$ cat src/rtl/pred_reg_file_n.sv
// pred_reg_file_n - predicate register file with a valid bit per entry,
// channel/write-back write ports, a consume-clear port, a combinational FU read
// port and a one-entry multicast sender towards neighbour channels.
//
// Optional feature macro: PRED_BYPASS_EN
//   defined   : a write-back to pred_addr is forwarded to pred_out/pred_ok
//               in the same cycle.
//   undefined : the FU read port shows stored state only.
//
// Ports
//   CLK, RST            clock, asynchronous active-high reset
//   ch_p_in, in_sel     incoming channel predicates and one-hot channel select
//   put_in_addr         entry written from the selected channel
//   write_back_p        FU write-back enable
//   out2pred            FU write-back data
//   put_out_addr        FU write-back entry
//   clr_en, clr_addr    consume-clear of a valid bit
//   pred_addr           FU read address
//   pred_out, pred_ok   FU read data and its valid bit
//   send_req            start a send
//   send_addr, send_ch  entry to send and destination channel mask
//   ch_p_out            outgoing predicates, zero on idle channels
//   ch_p_valid          per-channel valid
//   ch_p_ready          per-channel ready
//   send_busy           sender is not idle
//   valid_cnt           number of valid entries
module pred_reg_file_n #(
  parameter int PW    = 4,
  parameter int DEPTH = 64,
  parameter int NCH   = 3,
  localparam int AW   = $clog2(DEPTH)
) (
  input  logic              CLK,
  input  logic              RST,
  input  logic [NCH*PW-1:0] ch_p_in,
  input  logic [NCH-1:0]    in_sel,
  input  logic [AW-1:0]     put_in_addr,
  input  logic              write_back_p,
  input  logic [PW-1:0]     out2pred,
  input  logic [AW-1:0]     put_out_addr,
  input  logic              clr_en,
  input  logic [AW-1:0]     clr_addr,
  input  logic [AW-1:0]     pred_addr,
  output logic [PW-1:0]     pred_out,
  output logic              pred_ok,
  input  logic              send_req,
  input  logic [AW-1:0]     send_addr,
  input  logic [NCH-1:0]    send_ch,
  output logic [NCH*PW-1:0] ch_p_out,
  output logic [NCH-1:0]    ch_p_valid,
  input  logic [NCH-1:0]    ch_p_ready,
  output logic              send_busy,
  output logic [AW:0]       valid_cnt
);

  typedef enum logic [1:0] {S_IDLE = 2'd0, S_WAIT = 2'd1, S_SEND = 2'd2} state_e;

  logic [PW-1:0]    mem_q [DEPTH];
  logic [PW-1:0]    mem_d [DEPTH];
  logic [DEPTH-1:0] valid_q, valid_d;
  logic [AW:0]      cnt_q, cnt_d;

  logic             ch_wr;
  logic [PW-1:0]    ch_data;

  state_e           state_q, state_d;
  logic [AW-1:0]    saddr_q, saddr_d;
  logic [NCH-1:0]   smask_q, smask_d;
  logic [PW-1:0]    sdata_q, sdata_d;
  logic [NCH-1:0]   chv_q, chv_d;

  function automatic logic [AW:0] popcnt(input logic [DEPTH-1:0] v);
    logic [AW:0] c;
    c = '0;
    for (int i = 0; i < DEPTH; i++) begin
      c = c + {{AW{1'b0}}, v[i]};
    end
    return c;
  endfunction

  // Incoming channel select: only a strictly one-hot in_sel writes, so OR-ing
  // the masked slices yields exactly the selected channel's data.
  always_comb begin
    ch_wr   = (in_sel != '0) && ((in_sel & (in_sel - {{(NCH-1){1'b0}}, 1'b1})) == '0);
    ch_data = '0;
    for (int k = 0; k < NCH; k++) begin
      ch_data = ch_data | (in_sel[k] ? ch_p_in[k*PW +: PW] : {PW{1'b0}});
    end
  end

  // Array/valid next state. Ordering gives the priorities: any set beats the
  // clear, and the write-back beats a channel write to the same entry.
  always_comb begin
    mem_d   = mem_q;
    valid_d = valid_q;
    if (clr_en) begin
      valid_d[clr_addr] = 1'b0;
    end
    if (ch_wr) begin
      mem_d[put_in_addr]   = ch_data;
      valid_d[put_in_addr] = 1'b1;
    end
    if (write_back_p) begin
      mem_d[put_out_addr]   = out2pred;
      valid_d[put_out_addr] = 1'b1;
    end
    // Recount from the next bits so the count moves on the same edge.
    cnt_d = popcnt(valid_d);
  end

  // Storage registers.
  always_ff @(posedge CLK or posedge RST) begin
    if (RST) begin
      for (int i = 0; i < DEPTH; i++) begin
        mem_q[i] <= '0;
      end
      valid_q <= '0;
      cnt_q   <= '0;
    end else begin
      mem_q   <= mem_d;
      valid_q <= valid_d;
      cnt_q   <= cnt_d;
    end
  end

  // FU read port.
  always_comb begin
`ifdef PRED_BYPASS_EN
    if (write_back_p && (put_out_addr == pred_addr)) begin
      pred_out = out2pred;
      pred_ok  = 1'b1;
    end else begin
      pred_out = mem_q[pred_addr];
      pred_ok  = valid_q[pred_addr];
    end
`else
    pred_out = mem_q[pred_addr];
    pred_ok  = valid_q[pred_addr];
`endif
  end

  // Sender next state: WAIT polls the stored valid bit, SEND retires each
  // channel on its ready and leaves when nothing is pending.
  always_comb begin
    state_d = state_q;
    saddr_d = saddr_q;
    smask_d = smask_q;
    sdata_d = sdata_q;
    chv_d   = chv_q;
    case (state_q)
      S_IDLE: begin
        if (send_req && (send_ch != '0)) begin
          saddr_d = send_addr;
          smask_d = send_ch;
          state_d = S_WAIT;
        end else begin
          state_d = S_IDLE;
        end
      end
      S_WAIT: begin
        if (valid_q[saddr_q]) begin
          sdata_d = mem_q[saddr_q];
          chv_d   = smask_q;
          state_d = S_SEND;
        end else begin
          state_d = S_WAIT;
        end
      end
      S_SEND: begin
        chv_d = chv_q & ~ch_p_ready;
        if (chv_d == '0) begin
          state_d = S_IDLE;
        end else begin
          state_d = S_SEND;
        end
      end
      default: begin
        state_d = S_IDLE;
        chv_d   = '0;
      end
    endcase
  end

  // Sender registers.
  always_ff @(posedge CLK or posedge RST) begin
    if (RST) begin
      state_q <= S_IDLE;
      saddr_q <= '0;
      smask_q <= '0;
      sdata_q <= '0;
      chv_q   <= '0;
    end else begin
      state_q <= state_d;
      saddr_q <= saddr_d;
      smask_q <= smask_d;
      sdata_q <= sdata_d;
      chv_q   <= chv_d;
    end
  end

  // Outgoing data is zeroed on channels that are not currently valid.
  always_comb begin
    ch_p_out = '0;
    for (int k = 0; k < NCH; k++) begin
      ch_p_out[k*PW +: PW] = chv_q[k] ? sdata_q : {PW{1'b0}};
    end
  end

  assign ch_p_valid = chv_q;
  assign send_busy  = (state_q != S_IDLE);
  assign valid_cnt  = cnt_q;

endmodule

$ cat config.mk
export PLATFORM = sky130hd
export DESIGN_NAME = pred_reg_file_n
export DESIGN_NICKNAME = d
export VERILOG_FILES = /design/src/rtl/pred_reg_file_n.sv
export SDC_FILE = /design/constraint.sdc
export NUM_CORES = 1
export LEC_CHECK = 0
export CAP_MARGIN = 10
export CORE_AREA = 2 2 198 200
export DETAILED_ROUTE_END_ITERATION = 16
export DIE_AREA = 0 0 200 202
export HOLD_SLACK_MARGIN = 0.05
export PLACE_DENSITY = 0.8
export SYNTH_ARGS = -nofsm -noshare
export SYNTH_HDL_FRONTEND = slang
export SYNTH_SLANG_ARGS = --single-unit
$ cat constraint.sdc
create_clock -name CLK -period 15.5 [get_ports CLK]
set_clock_uncertainty 0.1 [all_clocks]
set_input_delay 3.875 -clock CLK [delete_from_list [all_inputs] [get_ports CLK]]
set_output_delay 3.875 -clock CLK [all_outputs]
set_load 0.1 [all_outputs]
==> results of run 1 <==
## state kept, by name, summed over array words and instances, names as in the netlist
| signal | count |
|---|---|
| ch_p_valid | 3 |
| mem_q | 256 |
| saddr_q | 6 |
| sdata_q | 4 |
| smask_q | 3 |
| state_q | 2 |
| valid_cnt | 7 |
| valid_q | 64 |
## cell usage in the layout, fill, tap and decap left out, types with 6 or more instances in the layout
master                            synthesis  layout
sky130_fd_sc_hd__nand2b_1                 8       8
sky130_fd_sc_hd__buf_4                    3      31
sky130_fd_sc_hd__nor3b_1                 25      25
sky130_fd_sc_hd__nand3_1                 16      16
sky130_fd_sc_hd__inv_1                   78      77
sky130_fd_sc_hd__nor2_1                 132     132
sky130_fd_sc_hd__or3b_2                   6       6
sky130_fd_sc_hd__a21oi_1                 21      21
sky130_fd_sc_hd__o221ai_1                32      32
sky130_fd_sc_hd__nor2b_1                 18      17
sky130_fd_sc_hd__clkbuf_1               107       6
sky130_fd_sc_hd__mux2_2                  11      11
sky130_fd_sc_hd__nand2_1                283     279
sky130_fd_sc_hd__dfrtp_1                345     343
sky130_fd_sc_hd__mux4_2                 169     169
sky130_fd_sc_hd__a22oi_1                 44      44
sky130_fd_sc_hd__clkdlybuf4s50_1          0      81
sky130_fd_sc_hd__fa_1                    54      54
sky130_fd_sc_hd__o21ai_0                310     310
sky130_fd_sc_hd__mux2i_1                288     288
sky130_fd_sc_hd__ha_1                    19      19
sky130_fd_sc_hd__o21ai_1                  6       6
sky130_fd_sc_hd__clkbuf_8                 0       9
sky130_fd_sc_hd__clkbuf_16                0      39
sky130_fd_sc_hd__and2_1                  14      14
sky130_fd_sc_hd__nand3b_1                11      11
sky130_fd_sc_hd__nor2_2                   8       8
## per-stage QoR
stage | utilization | std cells | area [µm²] | hold slack (ns)
after CTS | 0.655 | 2650 | 25100 | 0.421
after floorplan | - | 2106 | 22800 | 0.364
final | 0.655 | 2652 | 25100 | 0.427
after global placement | 0.623 | 2588 | 23800 | 0.379
after global routing | 0.655 | 2650 | 25100 | 0.434
after detailed placement | 0.623 | 2588 | 23800 | 0.407
## synth_stat cells (all sizes together) (5+ instances only)
master  number  area [µm²]
a21oi       21         105
a22o         5        43.8
a22oi       44         330
and2        14        87.6
buf         41         256
clkbuf     107         402
dfrtp      345        8630
fa          54        1080
ha          19         238
inv         78         293
mux2        15         173
mux2i      288        2880
mux4       169        3810
nand2      283        1060
nand2b       8        50.1
nand3       16        80.1
nand3b      11        82.6
nor2       140         546
nor2b       18         113
nor3b       25         188
o21ai      317        1590
o221ai      32         280
or3b         8        70.1
## metal layers
layer,share of wire,track usage
met4,0.063,0.194
met2,0.42,0.559
met5,0.00034,0
met1,0.35,0.531
met3,0.17,0.179
## final cells by class
cell class                 count  area (µm²)  share of cell area
clock buffer                  54        1120              0.0448
sequential                   345        8640               0.344
tap                          518         648              0.0258
timing repair buffer         112        1040              0.0416
inverter                      78         300              0.0120
multi-input combinational   1535       13200               0.527
antenna                        2        5.00            0.000200
clock inverter                 8        98.8             0.00394
## how the worst max path moves through the flow
stage	from	endpoint	cells past startpoint
finish	pred_addr[0]	pred_out[0]	6
CTS	pred_addr[0]	pred_out[0]	6
global placement	in_sel[2]	valid_cnt[6]	25
global route	pred_addr[0]	pred_out[1]	6
floorplan	RST	ch_p_valid[0]	1
detailed placement	in_sel[2]	valid_cnt[6]	23
## cells by family after synthesis
kind of cell               Yosys count
xor gates and xnor gates             5
adders and majority gates           73
muxes                              472
AOI/OAI and AO/OA                  439
and+or+nand+nor                    546
DFF                                345
buffers and inverters              226
## critical path: cells and delay by family
kind,cells,cell delay [ns]
buffers and inverters,3,2.28
multiplexers,3,1.72
==> flow_results.org, run 1 <==
** Yosys
- Warning count from the yosys run :: 0
- The synthesized design contains 0 enable-type register cells.
- Multiplexer share of the synthesized area :: 0.301
- Simple-gate portion of the synthesized area :: 0.107
- Post-synthesis cell type count :: 53
- The compound-cell area share of the yosys netlist was 0.112.
- In this run, synthesis produced a sequential element count of 345.
- A synthesized cell averages 10.8 µm².
- Total nets after synthesis :: 2,239
- The most used flip-flop cell after synthesis is sky130_fd_sc_hd__dfrtp_1.
- Synthesis produced a netlist whose cell count is 2,106.
- Sequential-to-total area share from yosys stat :: 0.379
- Largest family of logic cells by synthesized area :: multiplexers
- Post-synthesis share of cell area spent on xor and xnor gates :: 0.00192
- Async SR Flop Fraction :: 1.00
- Post-Syn Area :: 22,800 µm²
- Of the total synthesized cell area, the portion taken by full adders, half adders and majority gates is 0.0579.

** Critical path
- Data required time of the worst path :: 11.52 ns
- Critical path launch point type :: input port
- Across all register-to-register paths, the minimum setup slack is 8.88 ns.
- The worst register-to-register path begins at valid_q[23].
- Capture instance of the worst register-to-register path :: valid_cnt[6]
- The worst setup path is captured at an output pin.
- Crit path top cell by count :: sky130_fd_sc_hd__mux4_2
- Along the worst path, the maximum fanout reaches 56.
- At the worst endpoint, the arrival time is 8.01 ns.
- Worst-case reg-to-reg path depth :: 20
- Cell with the biggest individual delay on the critical path :: sky130_fd_sc_hd__clkdlybuf4s50_1
- List of cells traversed by the critical path :: buf_4 > buf_4 > mux4_2 > mux4_2 > mux4_2 > clkdlybuf4s50_1
- Critical Path Max Stage Delay :: 0.99 ns
- Kind of critical path :: input port to output pin

** STA
- Max Clk Rate :: 83.5 MHz
- For the pin with the worst max-slew slack, the measured transition is 1.40 ns.
- The final hold violation count is 0.
- Setup repair after global routing left no endpoint under its margin.
- Setup slack on the critical path of the routed design comes to 3.52 ns.
- The final number of max-transition violations was 0.
- Setup TNS :: 0 ns
- In this run the tightest slew margin relative to its limit is 0.0612.
- Count of endpoints failing setup in the final report :: 0
- Share of the clock period used by the worst path after layout :: 0.773
- The worst path needs 11.98 ns of the cycle, external delays included.

** Detailed routing
- For this run, the detailed router's first-pass iteration total came to 8.
- Routed wire length :: 78.4 mm
- Detail-routed via count per cell :: 7.27
- After detailed routing, the average wire length per cell comes to 29.6 µm.
- Detailed Route Iter0 Violations :: 2,686
- In this run the remaining antenna-violating nets after routing total 0.
- Total number of vias :: 19,300
- For this run, design rule violations remaining after detail routing come to 0.

** Place
- Post-Place Worst Slack :: 3.38 ns
- Routability-driven placement finished with a final weighted congestion of 0.994.
- The wire-length estimate of the detail-placed layout is 51.9 mm.
- Port buffer count :: 87

** Finish
- Final net count :: 2,243
- Synth-to-Final Area Change :: 10.0%
- Proportion of layout cells with a drive suffix above 1 :: 0.140
- After filler insertion, the fill cell instance count of the layout stands at 2,790.

** Clock network
- Root Driver :: sky130_fd_sc_hd__clkbuf_16
- Clock Latency Late Sink :: 0.55 ns
- Setup bufs post-CTS :: 0
- The number of gates resized after CTS was 0.
- Number of clock buffers inserted by TritonCTS :: 38
- The H-tree generated during clock tree synthesis spans 2 levels.
- Counting every sink on the clock net gives 345.
- After clock tree synthesis, the flow added hold-fix buffers numbering 0.
- Clock buffer depth :: 3
- TritonCTS built the clock tree.
- Reg clk slew, reported paths :: 0.06 ns

** Job
- Max_cap viols :: 0

** Floorplanning
- Top-level I/O count :: 88
- Row cnt :: 72
- Width of the die :: 200 µm
- In this run the standard cell core region covers 38,300 µm².
- The initial utilization of the core area, before any placement, comes to 0.595.
- The die covers 40,400 µm².
- Chip height :: 202 µm

** Global route
- Initial antenna violation count :: 4
- Number of global-route vias before repair :: 18,900
- Global-route total usage across every layer :: 0.399
- Entering global routing, the biggest net connects 109 pins.
- The total overflow left after global routing is 0.
- The first global-routing pass estimated 119 mm of wire.

** Hold path
- The worst hold path begins at smask_q[0].
- End point of the most critical hold path :: smask_q[0]
- Tightest Hold Check Type :: register to register
- Counting instances, the worst hold path has a depth of 1.

** Run status
- Result of the run :: complete, no violations
Power of run 1 is not shown: default switching activity piles up to over one toggle a cycle in this logic, so the estimate is an artifact.
==> inputs of run 2 (changes only) <==
Settings changed: CORE_AREA 2 2 198 200 to 2 2 205 207, DIE_AREA 0 0 200 202 to 0 0 207 209, PLACE_DENSITY 0.8 to 0.79.
Clock period 15.5 ns to 10.9 ns, I/O delays scaled along.
==> run 2 against run 1 <==
Worst hold slack worse by 0.031 ns. First-iteration DRC count grew 12%. Cell count increased by 2.6%. Highest routed layer is now met4. Critical path depth increased by 17. Sequential cell count is the same. Count of clock-buffer cells in the layout rose by 10. Setup slack got worse by 2.7 ns. Non-clock buffer count up 41.
==> flow_results.org, run 2 (synthesis gave the netlist of run 1 again) <==
** Global route
- First-pass GRT wire length :: 119 mm
- The number of global-route vias before repair was 18,800.
- For this run, the total global-route usage over all layers was measured as 0.364.
- Largest net degree at the start of global routing :: 82
- Initial antenna violation count :: 2
- Residual overflow from global routing :: 0

** Detailed routing
- Post-detailed-route wirelength per cell :: 29.1 µm
- Routed wire length :: 79.1 mm
- Detailed Route Iter0 Violations :: 3,002
- In the routed layout, each cell is associated on average with a via count of 7.08.
- In this run the remaining antenna-violating nets after routing total 0.
- After detailed routing, the number of remaining DRC violations is 0.
- Total number of vias :: 19,300
- Pre-antenna DRT Iters :: 8

** Place
- During placement, the flow inserted port buffers numbering 87.
- Before CTS, the worst setup slack after placement is 0.377 ns.
- Final weighted congestion of routability-driven global placement :: 1.12
- Area after detailed placement :: 24,200 µm²
- Detailed placement HPWL :: 52.9 mm

** Floorplanning
- During I/O placement, the number of pins put on the boundary was 88.
- In this run the horizontal extent of the chip is 207 µm.
- For this configuration, the core starts out at a cell density of 0.552.
- Total die area :: 43,300 µm²
- Row generation in the floorplan step produced 75 rows.
- The floorplan step defined a core boundary enclosing 41,300 µm².
- The die is 209 µm tall.

** Critical path
- Critical path launch point type :: input port
- List of cells traversed by the critical path :: clkdlybuf4s50_1 > o21ai_0 > o211ai_1 > or3b_1 > o221ai_1 > fa_1 > fa_1 > fa_1 > inv_1 > fa_1 > inv_1 > fa_1 > fa_1 > fa_1 > inv_1 > fa_1 > inv_1 > fa_1 > a21o_1 > a21oi_1 > nor2b_1 > o21ai_0 > nand2b_1
- Along the worst path, the maximum fanout reaches 9.
- For the worst setup path, the data required time is 11.23 ns.
- Data on the critical path arrives at its endpoint at 10.41 ns.
- Cell with the biggest individual delay on the critical path :: sky130_fd_sc_hd__or3b_1
- Critical Path Max Stage Delay :: 0.72 ns
- In this design, the critical path's most frequently occurring cell is sky130_fd_sc_hd__fa_1.
- Together, buffers and inverters on the worst path number 5.
- STA classifies the critical path endpoint as a register.
- The critical path is of the input port to register type.
- Kind of cell adding the most delay to the critical path :: adder cells

** Clock network
- In this run, post-CTS repair resized a total of 0 instances.
- Hold-fix buffers, CTS :: 0
- Number of clock buffers inserted by TritonCTS :: 38
- Clock sink total :: 345
- Clock Latency Late Sink :: 0.56 ns
- Once the clock tree was built, the setup fixing pass inserted 0 buffers.
- Clock tree synthesis selected as its root buffer the cell sky130_fd_sc_hd__clkbuf_16.
- H-Tree Depth :: 2
- Reg clk slew, reported paths :: 0.06 ns
- The clock passes through at most 3 buffers.
- TritonCTS clock tree :: built

** STA
- The final hold violation count is 0.
- Least-Margin Pin Slew :: 1.14 ns
- Setup slack on the critical path of the routed design comes to 0.828 ns.
- The clock period could shrink to 10.07 ns.
- Total count of max-transition violations in the final report :: 0
- Max Clk Rate :: 99.3 MHz
- Setup repair after global routing left no endpoint under its margin.
- Max transition margin :: 0.237
- Dividing the final minimum period by the clock period gives 0.924.
- Setup violations remaining at the end of the flow were counted as 0.
- After routing, the total negative slack on setup checks comes to 0 ns.

** Finish
- Most flops, register :: mem_q
- Synth-to-Final Area Change :: 12.1%
- In the layout the commonest cells are sky130_fd_sc_hd__dfrtp_1 (343), sky130_fd_sc_hd__o21ai_0 (310), sky130_fd_sc_hd__mux2i_1 (288), sky130_fd_sc_hd__nand2_1 (279), sky130_fd_sc_hd__mux4_2 (169).
- The library cell used most frequently in the layout, excluding fill and tap cells, is sky130_fd_sc_hd__dfrtp_1.
- Final net count :: 2,284
- Number of flip-flops in the largest register :: 256
- Of the cells placed in the final design, the portion with a size suffix greater than 1 is 0.157.
- With fillers left out, the area of the finished cells amounts to 25,500 µm².

** Run status
- The flow ran to the end, and the final reports show no timing, DRC or antenna violations.

** Job
- Max_cap viols :: 0

** Hold path
- The min-delay analysis places its worst path in the category register to register.
## run 2: through the flow
step,hold WS (ns),instances,util
floorplan,0.364,2106,-
global placement,0.392,2650,0.586
detailed placement,0.388,2650,0.586
CTS,0.401,2720,0.619
global route,0.436,2721,0.619
finish,0.395,2721,0.619
## run 2: final timing paths
path | cells after the start | slack [ns] | startpoint | endpoint
setup / recovery | 23 | 0.83 | in_sel[2] | valid_cnt[6]
hold / removal | 1 | 0.40 | smask_q[1] | smask_q[1]
setup reg to reg | 21 | 4.38 | valid_q[33] | valid_cnt[6]
hold reg to reg | 1 | 0.40 | smask_q[1] | smask_q[1]
max in group asynchronous | 4 | 6.43 | RST | mem_q[11]
min in group asynchronous | 3 | 2.68 | RST | mem_q[225]
## run 2: area by class of cell
cell class / count / area (µm²)
tap: 539 / 674
sequential: 345 / 8640
multi-input combinational: 1535 / 13200
clock buffer: 64 / 1230
timing repair buffer: 153 / 1380
clock inverter: 6 / 109
inverter: 78 / 297
fill: 3145 / 15700
antenna: 1 / 2.50
## run 2: worst reg2reg max path: cells and delay by family (launching register included)
kind | cells | cell delay (ns)
fa+ha+maj | 9 | 4.23
compound gates | 4 | 0.65
simple gates | 3 | 0.57
flops | 1 | 0.46
buf+inv | 5 | 0.40
## run 2: metal layers
metal	vias up	track usage	wire, µm
li1	7762	-	-
met1	9394	0.477	27800
met2	1691	0.532	33700
met3	407	0.140	12400
met4	0	0.177	5180
met5	-	0	0
Power of run 2 is left out for the same reason.
